`src/rtl/cpu_pkg.sv`:
```
// cpu_pkg: shared widths, opcode field slice and fetch-state encoding for the CPU front end.
package cpu_pkg;
    localparam int ADDR_WIDTH = 8;
    localparam int DATA_WIDTH = 12;
    localparam int OPC_MSB = 11;
    localparam int OPC_LSB = 8;
    localparam logic [3:0] HALT_OPCODE = 4'hF;
    typedef enum logic [1:0] {FS_IDLE, FS_FETCH, FS_HALTED} fetch_state_t;
endpackage

```
`src/rtl/cpu_fetch_unit_if.sv`:
```
// cpu_fetch_unit_if: program ROM port plus the valid/ready instruction hand-off to decode.
interface cpu_fetch_unit_if;
    import cpu_pkg::*;
    logic [ADDR_WIDTH-1:0] rom_address;
    logic [DATA_WIDTH-1:0] rom_data;
    logic                  instr_valid;
    logic                  instr_ready;
    logic [DATA_WIDTH-1:0] instr;
    logic [ADDR_WIDTH-1:0] instr_pc;
    modport master (output rom_address, instr_valid, instr, instr_pc, input rom_data, instr_ready);
    modport slave (input rom_address, instr_valid, instr, instr_pc, output rom_data, instr_ready);
endinterface

```
`src/rtl/cpu_pc_reg.sv`:
```
// cpu_pc_reg: program counter with load (priority), wrapping increment and hold.
module cpu_pc_reg
    import cpu_pkg::*;
#(
    parameter logic [ADDR_WIDTH-1:0] RESET_PC = '0
) (
    input  logic                  clk,
    input  logic                  rst,
    input  logic                  load,
    input  logic                  inc,
    input  logic [ADDR_WIDTH-1:0] target,
    output logic [ADDR_WIDTH-1:0] pc
);
    always_ff @(posedge clk or posedge rst) begin
        if (rst) pc <= RESET_PC;
        else if (load) pc <= target;
        else if (inc) pc <= pc + 1'b1;
    end
endmodule

```
`src/rtl/cpu_fetch_unit.sv`:
```
// cpu_fetch_unit: owns the PC, fetches from the combinational ROM into an instruction register
// and presents it to decode; supports redirect, external halt/start and self-halt on HALT opcode.
module cpu_fetch_unit #(
    parameter logic [cpu_pkg::ADDR_WIDTH-1:0] RESET_PC = '0,
    parameter logic [3:0] HALT_OPCODE = cpu_pkg::HALT_OPCODE
) (
    input  logic                           clk,
    input  logic                           rst,
    input  logic                           start,
    input  logic                           halt,
    input  logic                           redirect,
    input  logic [cpu_pkg::ADDR_WIDTH-1:0] redirect_target,
    output logic                           running,
    cpu_fetch_unit_if.master               bus
);
    import cpu_pkg::*;
    fetch_state_t state, state_next;
    logic [ADDR_WIDTH-1:0] pc;
    logic fetch;
    cpu_pc_reg #(.RESET_PC(RESET_PC)) u_pc (
        .clk(clk),
        .rst(rst),
        .load(redirect),
        .inc(fetch),
        .target(redirect_target),
        .pc(pc)
    );
    assign bus.rom_address = pc;
    assign fetch = state == FS_FETCH && (!bus.instr_valid || bus.instr_ready) && !redirect && !halt;
    // Redirect leaves state alone; halt beats start; self-halt happens on the edge that loads the HALT word.
    always_comb begin
        state_next = redirect ? state
                   : halt ? (state == FS_FETCH ? FS_HALTED : state)
                   : (start && state != FS_FETCH) ? FS_FETCH
                   : (fetch && bus.rom_data[OPC_MSB:OPC_LSB] == HALT_OPCODE) ? FS_HALTED
                   : state;
    end
    always_ff @(posedge clk or posedge rst) begin
        if (rst) begin
            state <= FS_IDLE;
            running <= 1'b0;
            bus.instr_valid <= 1'b0;
            bus.instr <= '0;
            bus.instr_pc <= '0;
        end else begin
            state <= state_next;
            running <= state_next == FS_FETCH;
            if (redirect) begin
                bus.instr_valid <= 1'b0;
            end else if (fetch) begin
                bus.instr_valid <= 1'b1;
                bus.instr <= bus.rom_data;
                bus.instr_pc <= pc;
            end else if (bus.instr_ready) begin
                bus.instr_valid <= 1'b0;
            end
        end
    end
endmodule

```
`src/flat_wrapper.sv`:
```
// flat-port wrapper written by rule: the top's interface ports become plain ports
module cpu_fetch_unit_flat import cpu_pkg::*;
#(
    parameter logic [cpu_pkg::ADDR_WIDTH-1:0] RESET_PC = '0,
    parameter logic [3:0] HALT_OPCODE = cpu_pkg::HALT_OPCODE
)
  (clk, rst, start, halt, redirect, redirect_target, running, bus_rom_address, bus_instr_valid, bus_instr, bus_instr_pc, bus_rom_data, bus_instr_ready);
  cpu_fetch_unit_if bus_i ();
  input  logic clk;
  input  logic rst;
  input  logic start;
  input  logic halt;
  input  logic redirect;
  input  logic [cpu_pkg::ADDR_WIDTH-1:0] redirect_target;
  output logic running;
  output wire logic [$bits(bus_i.rom_address)-1:0] bus_rom_address;
  output wire logic [$bits(bus_i.instr_valid)-1:0] bus_instr_valid;
  output wire logic [$bits(bus_i.instr)-1:0] bus_instr;
  output wire logic [$bits(bus_i.instr_pc)-1:0] bus_instr_pc;
  input wire logic [$bits(bus_i.rom_data)-1:0] bus_rom_data;
  input wire logic [$bits(bus_i.instr_ready)-1:0] bus_instr_ready;
  assign bus_rom_address = bus_i.rom_address;
  assign bus_instr_valid = bus_i.instr_valid;
  assign bus_instr = bus_i.instr;
  assign bus_instr_pc = bus_i.instr_pc;
  assign bus_i.rom_data = bus_rom_data;
  assign bus_i.instr_ready = bus_instr_ready;
  cpu_fetch_unit #(.RESET_PC(RESET_PC), .HALT_OPCODE(HALT_OPCODE)) u_core (.clk(clk), .rst(rst), .start(start), .halt(halt), .redirect(redirect), .redirect_target(redirect_target), .running(running), .bus(bus_i));
endmodule
```
`config.mk`:
```
export PLATFORM = sky130hd
export DESIGN_NAME = cpu_fetch_unit_flat
export DESIGN_NICKNAME = d
export VERILOG_FILES = /design/src/rtl/cpu_pkg.sv /design/src/rtl/cpu_fetch_unit_if.sv /design/src/rtl/cpu_pc_reg.sv /design/src/rtl/cpu_fetch_unit.sv /design/src/flat_wrapper.sv
export SDC_FILE = /design/constraint.sdc
export NUM_CORES = 1
export LEC_CHECK = 0
export CAP_MARGIN = 20
export CELL_PAD_IN_SITES_DETAIL_PLACEMENT = 0
export CELL_PAD_IN_SITES_GLOBAL_PLACEMENT = 1
export CORE_MARGIN = 3
export CORE_UTILIZATION = 37
export CTS_BUF_LIST = sky130_fd_sc_hd__clkbuf_4
export CTS_CLUSTER_SIZE = 30
export DETAILED_ROUTE_END_ITERATION = 10
export GPL_TIMING_DRIVEN = 0
export PLACE_DENSITY = 0.95
export SYNTH_ARGS = -nofsm -noshare
export SYNTH_HDL_FRONTEND = slang
export SYNTH_SLANG_ARGS = --single-unit
```
`constraint.sdc`:
```
create_clock -name clk -period 3 [get_ports clk]
set_input_delay 0.75 -clock clk [delete_from_list [all_inputs] [get_ports clk]]
set_output_delay 0.75 -clock clk [all_outputs]
set_load 0.005 [all_outputs]
```
### Word level (Yosys, flattened, before mapping)

Index checks and enable logic that the tools add are counted.

* RAM bits: 0
* latch bits: 0
* flip-flop bits (word level): 32
* bits in read-only memories: 0
* memories: 0
* output and inout port bits: 30

* bitwise gates (word level): 1
* mux-type cells: 10
* shift operators: 0
* add/subtract/negate cells: 1
* div/mod/pow operators: 0
* magnitude comparators: 0
* equal/unequal tests: 4
* $mul: 0
* reductions and logical operators: 12

Operator list (number)
* 8-bit two-way mux: 2
* 2-bit two-way mux: 5
* 8-bit by 1-bit adder with 8-bit output (second input constant): 1
* 1-bit logical AND: 5
* 2-bit by 1-bit equality test with 1-bit output (second input constant): 2
* 4-bit equality test (second input constant): 1
* 1-bit logical NOT: 3
* 1-bit two-way mux: 3
* 3-bit nonzero test: 1
* 2-bit by 1-bit != test with 1-bit output (second input constant): 1
* 2-bit AND reduction: 1
* 2-bit nonzero test: 1
* 1-bit logical OR: 1
* 1-bit inverter: 1

### Logic depth before layout (Yosys ltp)

Gate-level depths: netlist of run 1.

* depth after elaboration: 11
* gate-level depth with buffers: 6
* gate-level depth less buffers: 5

### By module

A second synthesis of run 1 with hierarchy kept.

* cells, all modules: 117
* area, all modules: 1492.7 um2

Modules (own cells, without submodules)
* cpu_fetch_unit: area an instance 1047.3 um2, seq. area each 600.6 um2, times used 1, cells each 67
* cpu_pc_reg: area an instance 445.4 um2, seq. area each 200.2 um2, times used 1, cells each 50

### Least setup slack after synthesis of run 1

No wires, ideal clock.

* path kind: input to register
* from: input port halt
* to: register u_core.bus.instr[0]
* buffers on the path: 2
* setup slack: 0.916 ns
* arrival time: 1.960 ns
* cell stages on the path: 5
* path through: or3b_1 > buf_6 > nor3_4 > buf_4 > mux2_2

* word-level cells in the longest chain between the ends: 3

RTL lines
* from (decl): line flat_wrapper.sv:12 `input logic halt;`
* 1-bit logical NOT: line cpu_fetch_unit.sv:29 `assign fetch = state == FS_FETCH && (!bus.instr_valid || bus.instr_ready) && !redirect && !halt;`
* 1-bit logical AND: line cpu_fetch_unit.sv:29
* 2-bit AND reduction (no line)
* to (signal assigned): line cpu_fetch_unit.sv:52 `bus.instr <= bus.rom_data;`
* to (decl): line cpu_fetch_unit_if.sv:10 `modport master (output rom_address, instr_valid, instr, instr_pc, input rom_data, instr_ready);`

Every way passes these cells.
A chain may end at the register's enable or synchronous reset.

### Final worst setup path of run 1

* from: input port halt
* to: register u_core.bus.instr[4]

Same word-level chain as after synthesis.

==> run_results.csv, run 1 <==
group,metric,value,unit
setup_path,r2r_slack,1.15,ns
worst_hold_path,hp-start,"u_core.bus.instr_pc[2]$_DFFE_PP0P_",
route,dr_wl_met3,270,um
setup_path,crit_slowest_cell,"clkdlybuf4s50_1",
route,drcViolationCount,0,
timing,maxSlewViolCount,0,
die,die_h,68.9,um
setup_path,r2r_cells,5,
die,dieArea,0.00475,mm^2
setup_path,path_buf_inv,3,
die,pin_count,56,
layout,final_common_cell,"clkdlybuf4s50_1",
yosys,syn-num-nets,148,
die,core,0.00374,mm^2
place,dp_worst_setup_slack,0.354,ns
flow_run,drv_cap,0,
die,die_w,68.9,um
global_routing,track_usage,0.158,
clocking,cts_max_level,2,
route,route.met2.wl,1600,um
yosys,synth_seq_cells,32,
setup_path,path_delay_family,"buffers and inverters",
route,via_per_inst,5.02,
clocking,post_cts_resized,0,
yosys,synth.area.top_cells,"dfrtp_1, mux2_2, xnor2_1, nand2_1, nor4_2",
power,peakVddDrop,403,uV
yosys,synth-warning-count,0,
power,total_power,0.00140,W
setup_path,crit_path_max_fanout,10,
global_routing,grt_max_degree,21,
timing,fin_crit_sh,0.770,
setup_path,end_kind,"register",
global_routing,grt_pass1_vias,1241,
timing,finalHoldViolations,0,
place,place_hpwl,2660,um
yosys,synth.distinct_cells,27,
route,highest_layer,"met4",
timing,layout_setup_ws,0.689,ns
route,antenna_left,0,
timing,tightestPinTransition,0.654,ns
power,power_density,641,mW/mm^2
clocking,cts_sinks,32,
yosys,yosysTopAreaCell,"dfrtp_1",
timing,max_slew_margin,0.563,
timing,finalSetupViolations,0,
worst_hold_path,min_path_cells,1,
setup_path,worstPathRequired,3.21,ns
yosys,synth_area,0.00147,mm^2
route,drt-initial-drc-count,54,
timing,skew,0.00633,ns
worst_hold_path,hold_end,"u_core.bus.instr_pc[2]$_DFFE_PP0P_",
layout,area_growth,49.0,%
setup_path,critPathLaunchType,"primary input",
power,leakage,0.885,nW
route,drt-pass1-iter-count,4,
clocking,cts_buffers,5,
timing,setup_tns,0,ns
global_routing,grt_antenna_before_repair,0,
global_routing,grt_pass1_wl,5430,um
route,wl_per_cell,14.5,um
route,num_vias,1169,
clocking,path_clk_slew,0.09,ns
layout,diodes,0,
clocking,cts-root-buf,"clkbuf_4",
layout,fillCellCount,331,
yosys,yosysSeqAreaShare,0.547,
route,wl_met1,1420,um
setup_path,max_stage_delay,0.46,ns
setup_path,crit_arrival,2.52,ns
run_status,outcome,"complete, no violations",
route,drt_wl_total,3380,um
timing,timing.final.crit_period,2.31,ns
die,rows,22,
layout,drive_above_1_share,0.195,
setup_path,r2r_end,"u_core.bus.instr[4]$_DFFE_PP0P_",
layout,seqCellArea,801,um^2
layout,final_cell_mix,"clkdlybuf4s50_1, dfrtp_1, mux2_2",
setup_path,rr_startpoint,"u_core.state[1]$_DFF_PP0_",
layout,fin_nets,211,
yosys,synth_top_area_frac,0.547,
clocking,cts_tree,"yes",
yosys,syn_area_per_cell,12.1,um^2
timing,rsz0062_at_grt,"false",
place,place_congestion,0.788,
place,place_area,0.00210,mm^2
clocking,clk_latency,0.32,ns
clocking,clockBufferDepth,2,
setup_path,path_class,"in2reg",
setup_path,cp_cell_sequence,"clkdlybuf4s50_1, or3b_1, buf_6, nor3_4, buf_4, mux2_2",
clocking,cts_setup_buffers,0,
layout,fin_area,0.00218,mm^2
worst_hold_path,hold_class,"reg2reg",
yosys,synthCells,121,
layout,multi_input_area,612,um^2
die,start_util,0.391,
timing,fmax,433,MHz
global_routing,grt_overflow,0,
clocking,hold_buffers,0,
place,io_buffers,55,
==> metrics by stage <==
step | instances | utilization | hold slack (ns)
after floorplan | 121 | - | 0.504
after global routing | 233 | 0.583 | 0.528
after detailed placement | 225 | 0.562 | 0.495
final | 233 | 0.583 | 0.512
after CTS | 233 | 0.583 | 0.518
after global placement | 224 | 0.554 | 0.487
==> synth_stat cells (all sizes together) <==
| library cell | number |
|---|---|
| a21oi | 5 |
| buf | 3 |
| clkbuf | 2 |
| dfrtp | 32 |
| ha | 1 |
| inv | 4 |
| mux2 | 20 |
| mux2i | 3 |
| nand2 | 12 |
| nand2b | 1 |
| nand3 | 4 |
| nand4 | 2 |
| nor2 | 2 |
| nor2b | 2 |
| nor3 | 4 |
| nor3b | 1 |
| nor4 | 3 |
| o211ai | 1 |
| o21ai | 9 |
| o221ai | 1 |
| o311ai | 1 |
| or2b | 1 |
| or3b | 1 |
| xnor2 | 6 |
==> power by group <==
| part | total, W | switching (W) | internal, W |
|---|---|---|---|
| Combinational | 0.000455 | 0.000130 | 0.000324 |
| Sequential | 0.000624 | 0.0000752 | 0.000549 |
| Clock | 0.000322 | 0.000138 | 0.000184 |
| Total | 0.00140 | 0.000343 | 0.00106 |
==> worst reg2reg max path, cell delays in order, from the launching register on <==
cell,delay [ns]
dfrtp_1,0.45
or3b_1,0.38
buf_6,0.15
nor3_4,0.18
buf_4,0.21
mux2_2,0.35
==> final cells by class <==
| cell class | count | area share |
|---|---|---|
| clock buffers | 6 | 0.0206 |
| plain buffers | 5 | 0.0172 |
| flip-flops and latches | 32 | 0.367 |
| well taps | 48 | 0.0275 |
| clock inverters | 2 | 0.0160 |
| repair buffers | 56 | 0.265 |
| inverters | 4 | 0.00688 |
| multi-input cells | 80 | 0.280 |
==> logic make-up (layout without fill, tap and decap cells) <==
| group | count (synthesis) | count (layout) | synth area share |
|---|---|---|---|
| AOI/OAI and AO/OA | 17 | 17 | 0.0649 |
| and+or+nand+nor | 33 | 33 | 0.134 |
| muxes | 23 | 23 | 0.174 |
| adders and majority gates | 1 | 1 | 0.00854 |
| buffers and inverters | 9 | 73 | 0.0359 |
| xor gates and xnor gates | 6 | 6 | 0.0359 |
| DFF | 32 | 32 | 0.547 |
==> state kept, by name (all words and copies together) (netlist names) <==
name	flops
u_core.running	1
u_core.state	2
u_core.bus.instr	12
u_core.bus.instr_pc	8
u_core.bus.instr_valid	1
u_core.u_pc.pc	8
==> metal layers <==
metal	GRT usage	up-vias
li1	-	554
met1	0.174	559
met2	0.258	44
met3	0.0648	12
met4	0.0876	0
met5	0	-
==> worst max-delay path by stage <==
stage / startpoint / endpoint / slack (ns) / cells after the start
2_1_floorplan: halt / u_core.bus.instr[0]$_DFFE_PP0P_ / 0.92 / 5
3_3_place_gp: halt / u_core.bus.instr[4]$_DFFE_PP0P_ / 0.38 / 6
3_5_place_dp: halt / u_core.bus.instr[0]$_DFFE_PP0P_ / 0.35 / 6
4_1_cts: halt / u_core.bus.instr[4]$_DFFE_PP0P_ / 0.70 / 6
5_1_grt: halt / u_core.bus.instr[4]$_DFFE_PP0P_ / 0.66 / 6
6_report: halt / u_core.bus.instr[4]$_DFFE_PP0P_ / 0.69 / 6
Note: power is estimated with default switching activity, not from simulation.
==> run 2, diff against run 1 <==
Settings changed: CORE_UTILIZATION 37 to 34, PLACE_DENSITY 0.95 to 0.92.
Clock period 3 ns to 2.15 ns, I/O delays scaled along.
==> run_results.csv, run 2 (synthesis gave the netlist of run 1 again) <==
group,metric,value,unit
run_status,outcome,"complete, no violations",
setup_path,r2r_slack,0.22,ns
place,io_buffers,55,
setup_path,end_kind,"register",
die,die_w,71.6,um
worst_hold_path,hp-start,"u_core.bus.instr_pc[7]$_DFFE_PP0P_",
route,drt_wl_total,3510,um
die,start_util,0.359,
global_routing,grt_max_degree,20,
clocking,cts_tree,"yes",
route,wl_per_cell,14.8,um
timing,maxSlewViolCount,0,
layout,area_growth,51.0,%
setup_path,cp_cell_sequence,"or3b_4, buf_6, nor3_4, buf_6, mux2_2",
power,switchingPower,0.000500,W
timing,fmax,519,MHz
power,clkPwrFrac,0.223,
route,drt-initial-drc-count,59,
layout,largest_reg_flops,12,
layout,regMostFlops,"u_core.bus.instr",
worst_hold_path,hold_end,"u_core.bus.instr_pc[7]$_DFFE_PP0P_",
power,peakVddDrop,519,uV
layout,final_common_cell,"clkdlybuf4s50_1",
layout,fin_nets,213,
global_routing,grt_pass1_wl,5930,um
timing,rsz0062_at_grt,"false",
route,drt-pass1-iter-count,4,
die,dieArea,0.00513,mm^2
timing,skew,0.00245,ns
route,drcViolationCount,0,
layout,diodes,0,
worst_hold_path,min_path_cells,1,
clocking,clk_latency,0.32,ns
power,leakage,0.903,nW
layout,fin_cells,237,
die,core,0.00409,mm^2
timing,finalSetupViolations,0,
timing,tightestPinTransition,0.647,ns
place,dp.cells,227,
setup_path,critPathLaunchType,"register",
power,sequentialPowerShare,0.445,
setup_path,max_stage_delay,0.45,ns
die,rows,23,
route,num_vias,1161,
layout,top_regs,"u_core.bus.instr: 12 flops, u_core.bus.instr_pc: 8 flops, u_core.u_pc.pc: 8 flops",
route,via_per_inst,4.90,
timing,timing.final.crit_period,1.93,ns
power,power_density,887,mW/mm^2
setup_path,r2r_cells,5,
timing,finalHoldViolations,0,
die,pin_count,56,
clocking,cts_setup_buffers,0,
worst_hold_path,hold_class,"reg2reg",
flow_run,drv_cap,0,
setup_path,path_class,"reg2reg",
place,place_hpwl,2660,um
setup_path,rr_startpoint,"u_core.state[1]$_DFF_PP0_",
timing,setup_tns,0,ns
setup_path,crit_arrival,2.13,ns
clocking,cts_sinks,32,
power,power_frac_comb,0.332,
clocking,hold_buffers,0,
setup_path,crit_path_max_fanout,7,
clocking,cts_buffers,5,
timing,fin_crit_sh,0.896,
global_routing,grt_overflow,0,
setup_path,r2r_end,"u_core.bus.instr[2]$_DFFE_PP0P_",
setup_path,path_delay_family,"simple AND/OR/NAND/NOR gates",
setup_path,path_buf_inv,2,
clocking,cts-root-buf,"clkbuf_4",
die,die_h,71.6,um
clocking,cts_max_level,2,
global_routing,grt_pass1_vias,1244,
timing,max_slew_margin,0.568,
setup_path,path_common_cell,"buf_6",
setup_path,worstPathRequired,2.36,ns
layout,drive_above_1_share,0.198,
clocking,path_clk_slew,0.10,ns
layout,final_cell_mix,"clkdlybuf4s50_1, dfrtp_1, mux2_2",
clocking,clockBufferDepth,2,
route,antenna_left,0,
power,switching_share,0.255,
setup_path,crit_slowest_cell,"dfrtp_1",
global_routing,grt_antenna_before_repair,0,
place,place_congestion,0.802,
power,p_int,0.00146,W
global_routing,track_usage,0.146,
## run 2: worst max-delay path by stage
stage | startpoint | to | slack [ns] | depth (start not counted)
finish | u_core.state[1]$_DFF_PP0_ | u_core.bus.instr[2]$_DFFE_PP0P_ | 0.22 | 5
floorplan | halt | u_core.bus.instr[0]$_DFFE_PP0P_ | 0.28 | 5
detailed placement | halt | u_core.bus.instr[2]$_DFFE_PP0P_ | -0.29 | 6
CTS | halt | u_core.bus.instr[2]$_DFFE_PP0P_ | 0.05 | 6
global route | redirect | u_core.u_pc.pc[1]$_DFFE_PP0P_ | 0.07 | 4
global placement | halt | u_core.bus.instr[5]$_DFFE_PP0P_ | -0.28 | 6
## run 2: power groups by stage
stage                     registers (W)  logic [W]  clock network [W]
after floorplan                0.000884   0.000211                  0
after global placement         0.000871   0.000634                  0
after detailed placement       0.000884   0.000651                  0
after CTS                      0.000874   0.000656           0.000447
after global routing           0.000895   0.000711           0.000464
final                          0.000873   0.000652           0.000436
## run 2: what timing repair did
action	in CTS	in global routing
hold endpoints to repair	0	0
setup endpoints to repair	0	10
resized for setup	0	9
## run 2: worst register-to-register path, delay by kind of cell (launching register included)
family,cells,cell delay (ns)
flops,1,0.45
mux,1,0.33
simple gates,2,0.71
buf+inv,2,0.33
## run 2: stage by stage
| stage | hold WS, ns | instance area (um^2) | util | total power (W) | worst slack (ns) |
|---|---|---|---|---|---|
| floorplan | 0.504 | 1470 | - | 0.00109 | 0.278 |
| global placement | 0.489 | 2080 | 0.509 | 0.00150 | -0.283 |
| detailed placement | 0.499 | 2110 | 0.515 | 0.00153 | -0.287 |
| CTS | 0.523 | 2180 | 0.534 | 0.00198 | 0.0484 |
| global route | 0.542 | 2210 | 0.541 | 0.00207 | 0.0749 |
| finish | 0.516 | 2210 | 0.541 | 0.00196 | 0.224 |
## run 2: area by class of cell
type	count	area [um^2]
plain buffers	5	41.3
multi-input cells	80	614
repair buffers	58	603
inverters	4	15.0
well taps	50	62.6
flip-flops and latches	32	801
clock inverters	3	37.5
clock buffers	5	37.5
fillers	341	1870
## run 2: layer usage
metal | part of all wire | wire (um) | global-route usage
met4 | 0.0029 | 10 | 0.0334
met3 | 0.066 | 230 | 0.0449
met2 | 0.50 | 1740 | 0.234
met5 | 0 | 0 | 0
met1 | 0.43 | 1520 | 0.195
==> run 3, diff against run 2 <==
Settings changed: CAP_MARGIN 20 to 25.
==> results of run 3 <==
The final DEF is identical to that of run 2; final timing and power are the same.
